File: src/rtl/pi_uart_bridge.sv
// PI bus master fed by UART bytes: decodes 1/2-byte command frames into
// single-cycle PI write/read strobes and returns read data as one tx byte.
module pi_uart_bridge #(
    parameter int NUM_BLK = 8,
    parameter int TIMEOUT = 65535
) (
    input  logic               clk,
    input  logic               rst_n,
    input  logic [7:0]         rx_data,
    input  logic               rx_valid,
    output logic [7:0]         tx_data,
    output logic               tx_valid,
    input  logic               tx_ready,
    output logic [NUM_BLK-1:0] pi_blk_sel,
    output logic [3:0]         pi_addr,
    output logic               pi_wr_en,
    output logic               pi_rd_en,
    output logic [7:0]         pi_wr_data,
    input  logic [7:0]         pi_rd_data,
    output logic               busy,
    output logic               cmd_err,
    output logic               overrun,
    input  logic               clr_flags
);

    typedef enum logic [2:0] {IDLE, WR_DATA, WR_STB, RD_STB, RD_SEND} state_t;

    state_t      state;
    logic [1:0]  rst_sync;
    logic        rst_int;
    logic [2:0]  blk_idx;
    logic [15:0] tmo_cnt;
    logic        idx_ok;
    logic        tmo_hit;
    logic        err_set;
    logic        ovr_set;

    function automatic logic blk_ok(input logic [2:0] idx);
        return ({1'b0, idx} < 4'(NUM_BLK));
    endfunction

    function automatic logic [NUM_BLK-1:0] blk_onehot(input logic [2:0] idx);
        return blk_ok(idx) ? (NUM_BLK'(1) << idx) : '0;
    endfunction

    // Reset asserts immediately but releases two clocks after rst_n rises.
    always_ff @(posedge clk or negedge rst_n) begin
        if (!rst_n) rst_sync <= 2'b00;
        else        rst_sync <= {rst_sync[0], 1'b1};
    end
    assign rst_int = rst_sync[1];

    assign busy = (state != IDLE);

    always_comb begin
        idx_ok  = blk_ok(blk_idx);
        tmo_hit = (state == WR_DATA) && !rx_valid && (tmo_cnt == 16'(TIMEOUT - 1));
        err_set = tmo_hit || (((state == WR_STB) || (state == RD_STB)) && !idx_ok);
        ovr_set = rx_valid && ((state == WR_STB) || (state == RD_STB) || (state == RD_SEND));
    end

    // Strobes and select are scheduled one edge ahead so they are registered
    // and land exactly in the WR_STB / RD_STB cycle.
    always_ff @(posedge clk or negedge rst_int) begin
        if (!rst_int) begin
            state      <= IDLE;
            blk_idx    <= '0;
            tmo_cnt    <= '0;
            pi_blk_sel <= '0;
            pi_addr    <= '0;
            pi_wr_en   <= 1'b0;
            pi_rd_en   <= 1'b0;
            pi_wr_data <= '0;
            tx_data    <= '0;
            tx_valid   <= 1'b0;
            cmd_err    <= 1'b0;
            overrun    <= 1'b0;
        end else begin
            pi_wr_en   <= 1'b0;
            pi_rd_en   <= 1'b0;
            pi_blk_sel <= '0;
            cmd_err    <= (cmd_err & ~clr_flags) | err_set;
            overrun    <= (overrun & ~clr_flags) | ovr_set;
            case (state)
                IDLE: begin
                    if (rx_valid) begin
                        blk_idx <= rx_data[6:4];
                        pi_addr <= rx_data[3:0];
                        if (rx_data[7]) begin
                            tmo_cnt <= '0;
                            state   <= WR_DATA;
                        end else begin
                            pi_rd_en   <= blk_ok(rx_data[6:4]);
                            pi_blk_sel <= blk_onehot(rx_data[6:4]);
                            state      <= RD_STB;
                        end
                    end
                end
                WR_DATA: begin
                    if (rx_valid) begin
                        pi_wr_data <= rx_data;
                        pi_wr_en   <= idx_ok;
                        pi_blk_sel <= blk_onehot(blk_idx);
                        state      <= WR_STB;
                    end else if (tmo_hit) begin
                        state <= IDLE;
                    end else begin
                        tmo_cnt <= tmo_cnt + 16'd1;
                    end
                end
                WR_STB: state <= IDLE;
                RD_STB: begin
                    tx_data  <= idx_ok ? pi_rd_data : 8'h00;
                    tx_valid <= 1'b1;
                    state    <= RD_SEND;
                end
                RD_SEND: begin
                    if (tx_ready) begin
                        tx_valid <= 1'b0;
                        state    <= IDLE;
                    end
                end
                default: state <= IDLE;
            endcase
        end
    end

endmodule

File: config.mk
export PLATFORM = sky130hd
export DESIGN_NAME = pi_uart_bridge
export DESIGN_NICKNAME = d
export VERILOG_FILES = /design/src/rtl/pi_uart_bridge.sv
export SDC_FILE = /design/constraint.sdc
export NUM_CORES = 1
export LEC_CHECK = 0
export ABC_AREA = 1
export CORE_AREA = 2 2 76 71
export DETAILED_ROUTE_END_ITERATION = 16
export DIE_AREA = 0 0 78 73
export GPL_ROUTABILITY_DRIVEN = 0
export PLACE_DENSITY = 0.82
export SLEW_MARGIN = 15
export SYNTH_ARGS = -nofsm -noshare
export SYNTH_HDL_FRONTEND = slang
export SYNTH_SLANG_ARGS = --single-unit
File: constraint.sdc
create_clock -name clk -period 5.2 [get_ports clk]
set_input_delay 1.04 -clock clk [delete_from_list [all_inputs] [get_ports clk]]
set_output_delay 1.04 -clock clk [all_outputs]
set_load 0.01 [all_outputs]
==> run_results.csv, run 1 <==
group,metric,value,unit
synthesis,postSynthCellCount,280,
clock_network,clock_tree.root_cell,"clkbuf_8",
drt,post_drt_via_cell_ratio,4.92,
sta,fin_crit_sh,49.8,%
global_route,grt_start_max_net_pins,36,
sta,timing.final.setup_violations,0,
setup_path,worst_r2r_startpoint,"state[1]",
die,floorplan.initialDensity,50.8,%
clock_network,cts_hold_buf,0,
setup_path,crit_type,"flip-flop to output port",
setup_path,timing.critical_path.arrival,1550,ps
setup_path,critPathCaptureType,"output port",
cells_and_area,finish.utilization,66.7,%
cells_and_area,final_cell_mix,"nand2_1 (92), dfrtp_1 (56), clkdlybuf4s50_1 (54), inv_1 (23), nor2_1 (19)",
global_route,grt-ovfl-total,0,
die,ioPinCount,55,
clock_network,tritoncts_clock_tree,"built",
clock_network,clkTransAtPathRegs,60,ps
clock_network,cts_sinks,57,
synthesis,syn_avg_cell_area,9.07,um2
power,total_leakage_power,1.50,nW
cells_and_area,register_area,0.00143,mm2
cells_and_area,post_route_cells_drive_above_1_share,10.7,%
placed_design,count_of_buffers_inserted_at_the_top_level_ports,54,
clock_network,insertion_delay,340,ps
clock_network,ctsResizeCount,0,
synthesis,synth_cell_type_count,27,
setup_path,worst-path-max-fanout,5,
cells_and_area,n_antenna_cell,0,
die,row_count,25,
sta,period_minus_slack,2590,ps
cells_and_area,multi_input_area,998,um2
power,powerDensity,482,mW/mm2
placed_design,hpwlAfterDp,3840,um
sta,slew_violations,0,
clock_network,post_cts.repair.setup_buffers,0,
synthesis,post_synth_instance_area,0.00254,mm2
sta,grt_setup_unrepaired,"no",
worst_hold_path,hp-class,"flip-flop to asynchronous set/reset pin",
drt,post_drt_wl_per_cell,12.5,um
sta,setup-tns-final,0,ps
run_status,outcome,"completed",
die,die_y,73,um
drt,route.vias.total,2036,
die,dieWidth,78,um
setup_path,cp-start-kind,"flip-flop",
cells_and_area,fillers,399,
drt,drt_pass1_iterations,4,
sta,fin_skew,8.40,ps
die,fp.coreArea,0.00500,mm2
setup_path,cp-startpoint,"state[0]",
synthesis,synthesis.yosys.warnings,0,
cells_and_area,layout_commonest_cell,"nand2_1",
sta,fmaxAchievable,386,MHz
setup_path,worstPathRequired,4160,ps
drt,postRouteWirelength,5190,um
global_route,grt_pass1_vias,1985,
power,total_power,1.61,mW
global_route,grt_antenna_before_repair,0,
global_route,grt_first_pass_wirelength,8940,um
run,cap_viol_max_count,0,
synthesis,ys_ff_latch,57,
clock_network,cts_max_path_buffers,2,
die,die_area,0.00569,mm2
clock_network,tritoncts.num_buffers,9,
drt,drc,0,
sta,finalHoldViolCount,0,
sta,timing_worst_slew_pin_value,507,ps
cells_and_area,nets,365,
synthesis,syn-num-nets,303,
clock_network,cts-htree-levels,3,
drt,post_route_antenna_net_violation_count,0,
global_route,grtUsageTotal,20.5,%
power,ir_worst_vdd,0.389,mV
cells_and_area,area_delta_synth_final,31.4,%
synthesis,seq_area_frac_synth,56.2,%
sta,max-slew-margin-rel,66.1,%
drt,detailedRoute.firstIterationViolations,144,
## final cells by class
cell class,instances,area share (%)
inverter,24,2.70
sequential,57,42.8
clock buffer,13,4.46
clock inverter,3,1.20
tap,67,2.51
multi-input combinational,195,29.9
timing repair buffer,55,16.4
## flip-flops by register name (all words and copies together), names as in the netlist
name / flops
pi_rd_en: 1
pi_wr_en: 1
state: 3
tx_data: 8
rst_sync: 2
tx_valid: 1
overrun: 1
cmd_err: 1
pi_wr_data: 8
blk_idx: 3
pi_blk_sel: 8
tmo_cnt: 16
pi_addr: 4
## report_power, final
part / switching (mW) / internal [mW] / total, mW
registers: 0.0800 / 0.566 / 0.646
logic: 0.273 / 0.289 / 0.562
clock network: 0.168 / 0.233 / 0.401
total: 0.520 / 1.09 / 1.61
## metal layers
layer | global-route usage, % | vias up | share of wire, %
met3 | 7.05 | 8 | 5.0
met1 | 25.6 | 962 | 45
met4 | 8.19 | 0 | 1.3
met5 | 0 | - | 0
met2 | 33.1 | 45 | 48
li1 | - | 1021 | -
## stage by stage
stage | instance area, um2 | hold WS [ps] | setup slack (ps) | std cells
2_1_floorplan | 2540 | 331 | 3360 | 280
3_3_place_gp | 3150 | 223 | 2440 | 398
3_5_place_dp | 3150 | 233 | 2330 | 398
4_1_cts | 3340 | 237 | 2600 | 414
5_1_grt | 3340 | 275 | 2420 | 414
6_report | 3340 | 220 | 2610 | 414
## final timing paths
| check | cells past startpoint | end | slack, ps |
|---|---|---|---|
| max | 3 | busy | 2610 |
| min | 0 | tx_valid | 220 |
| max reg2reg | 7 | pi_blk_sel[4] | 3430 |
| min reg2reg | 0 | tx_valid | 220 |
| max in group asynchronous | 1 | tmo_cnt[9] | 4180 |
| min in group clk | 0 | rst_sync[1] | 370 |
## critical path, stage by stage, from the launching register on
cell             delay, ps
dfrtp_1                440
nor2_2                 180
nand2_1                100
clkdlybuf4s50_1        490
## synth_stat cells, drive strengths merged
cell type / instances / area share [%]
inv: 24 / 3.5
nand4: 2 / 0.49
mux2: 12 / 5.3
dfrtp: 57 / 56
nor3: 1 / 0.20
o211ai: 1 / 0.30
xor2: 6 / 2.1
clkbuf: 1 / 0.15
xnor2: 3 / 1.0
nor2: 25 / 4.5
o22ai: 4 / 0.99
conb: 1 / 0.15
nand2: 96 / 15
ha: 2 / 0.99
buf: 3 / 0.84
nand3b: 1 / 0.30
nand3: 14 / 2.8
o21ai: 27 / 5.5
## cells by family (layout without fill, tap and decap cells)
logic type                 count (synthesis)  after routing  share of synthesized area (%)
AOI/OAI and AO/OA                         32             32                           6.75
xor gates and xnor gates                   9              9                           3.10
adders and majority gates                  2              2                          0.985
buffers and inverters                     28             95                           4.53
DFF                                       57             57                           56.2
muxes                                     12             12                           5.32
other                                      1              1                          0.148
and+or+nand+nor                          139            139                           23.0
No activity file was read; power rests on OpenSTA's default activity.
==> run 2: changes to the inputs <==
- CORE_AREA: 2 2 76 71 -> 2 2 79 73
- DIE_AREA: 0 0 78 73 -> 0 0 81 75
- PLACE_DENSITY: 0.82 -> 0.77
- clock period: 5.2 -> 2.56 ns (I/O delays scaled with it)
==> run 2 against run 1 <==
Utilization down 2.1 points; final cell count is the same; clock skew fell by 3.1 ps; highest routed layer unchanged.
==> run_results.csv, run 2 (synthesis gave the netlist of run 1 again) <==
group,metric,value,unit
placed_design,hpwlAfterDp,3790,um
cells_and_area,layout_commonest_cell,"nand2_1",
drt,met3_wirelength,255,um
worst_hold_path,hp-class,"flip-flop to asynchronous set/reset pin",
sta,fin_skew,5.28,ps
cells_and_area,final_cell_mix,"nand2_1 (92), dfrtp_1 (56), clkdlybuf4s50_1 (54), inv_1 (23), nor2_1 (19)",
global_route,grt_start_max_net_pins,44,
setup_path,crit_type,"flip-flop to output port",
drt,post_drt_via_cell_ratio,4.93,
drt,detailedRoute.firstIterationViolations,136,
placed_design,count_of_buffers_inserted_at_the_top_level_ports,54,
setup_path,worst-path-max-fanout,4,
die,dieWidth,81,um
drt,dr_wl_met2,2520,um
cells_and_area,post_route_cells_drive_above_1_share,11.2,%
power,internal_power,2.24,mW
drt,post_route_antenna_net_violation_count,0,
power,ir_worst_vdd,0.617,mV
die,die_area,0.00608,mm2
sta,max-slew-margin-rel,64.1,%
power,swShare,31.9,%
run,cap_viol_max_count,0,
setup_path,cp-start-kind,"flip-flop",
sta,fin_crit_sh,79.1,%
die,row_count,25,
drt,drc,0,
sta,slew_violations,0,
sta,timing_worst_slew_pin_value,538,ps
setup_path,worst-r2r-setup-slack,910,ps
clock_network,cts_max_path_buffers,2,
power,net-switching-power,1.05,mW
setup_path,timing.critical_path.arrival,1510,ps
sta,grt_setup_unrepaired,"no",
drt,routed.top_layer,"met4",
cells_and_area,stdcell_area,0.00335,mm2
drt,drt_pass1_iterations,4,
sta,timing.final.setup_violations,0,
clock_network,clock_tree.root_cell,"clkbuf_8",
setup_path,critPathCaptureType,"output port",
clock_network,tritoncts_clock_tree,"built",
placed_design,placement.cell_area,0.00316,mm2
power,sequential_power_share,40.1,%
cells_and_area,fillers,445,
cells_and_area,nets,366,
power,clkPwrFrac,25.2,%
drt,postRouteWirelength,5110,um
sta,fmaxAchievable,494,MHz
placed_design,post-place-ws,421,ps
global_route,grt_pass1_vias,2094,
setup_path,worstPathRequired,2050,ps
global_route,grt_antenna_before_repair,0,
sta,setup-tns-final,0,ps
power,powerDensity,980,mW/mm2
cells_and_area,n_antenna_cell,0,
clock_network,cts_sinks,57,
setup_path,worst_r2r_startpoint,"tmo_cnt[0]",
global_route,grt-ovfl-total,0,
power,total_power,3.28,mW
clock_network,clkTransAtPathRegs,60,ps
setup_path,rr_worst_depth,8,
clock_network,cts-htree-levels,3,
power,power_share_of_the_combinational_group,34.7,%
sta,finalWorstSetupSlack,536,ps
drt,route.vias.total,2041,
sta,period_minus_slack,2020,ps
die,die_y,75,um
cells_and_area,largest_register_ff_count,16,
drt,post_drt_wl_per_cell,12.3,um
clock_network,insertion_delay,330,ps
cells_and_area,area_delta_synth_final,31.9,%
run_status,outcome,"completed",
global_route,grtUsageTotal,19.9,%
cells_and_area,max_flop_register,"tmo_cnt",
die,fp.coreArea,0.00519,mm2
clock_network,tritoncts.num_buffers,9,
clock_network,post_cts.repair.setup_buffers,0,
die,ioPinCount,55,
setup_path,r2r-end,"state[1]",
die,floorplan.initialDensity,48.9,%
global_route,grt_first_pass_wirelength,8970,um
sta,finalHoldViolCount,0,
power,total_leakage_power,1.51,nW
clock_network,cts_hold_buf,0,
clock_network,ctsResizeCount,0,
drt,m1_wire_length,2210,um
-- run 2: how the worst max path moves through the flow --
stage | startpoint | end | slack, ps | depth (start not counted)
3_5_place_dp | rx_valid | pi_blk_sel[7] | 420 | 5
6_report | state[1] | busy | 540 | 3
5_1_grt | state[1] | busy | 440 | 3
3_3_place_gp | rx_valid | pi_blk_sel[5] | 490 | 7
2_1_floorplan | rst_sync[1] | blk_idx[0] | 860 | 0
4_1_cts | state[1] | busy | 510 | 3
-- run 2: cell type report --
type	instances	area (um2)	area share (%)
clock buffers	12	155	4.63
flip-flops and latches	57	1430	42.6
clock inverters	3	40.0	1.19
multi-input cells	195	998	29.8
inverters	24	90.1	2.69
well taps	67	83.8	2.50
repair buffers	56	556	16.6
-- run 2: power groups by stage --
stage | clock network, mW | logic (mW) | registers, mW
after global routing | 0.886 | 1.26 | 1.35
after detailed placement | 0 | 1.15 | 1.33
final | 0.829 | 1.14 | 1.32
after floorplan | 0 | 0.513 | 1.40
after global placement | 0 | 1.13 | 1.31
after CTS | 0.845 | 1.16 | 1.32
-- run 2: per-layer routing --
layer / vias to the layer above / global-route usage (%)
met2: 49 / 32.8
met4: 0 / 11.7
met5: - / 0
li1: 1013 / -
met1: 969 / 23.5
met3: 10 / 5.52
-- run 2: critical path, cell delays in order, from the launching register on --
cell and delay, ps:
dfrtp_1 410, nor2_2 180, nand2_1 90, clkdlybuf4s50_1 500
-- run 2: through the flow --
step	instances	util, %	hold slack, ps
final	414	64.5	138
after global routing	414	64.5	171
after CTS	414	64.5	151
after detailed placement	399	60.8	147
after global placement	399	60.8	149
after floorplan	280	-	216
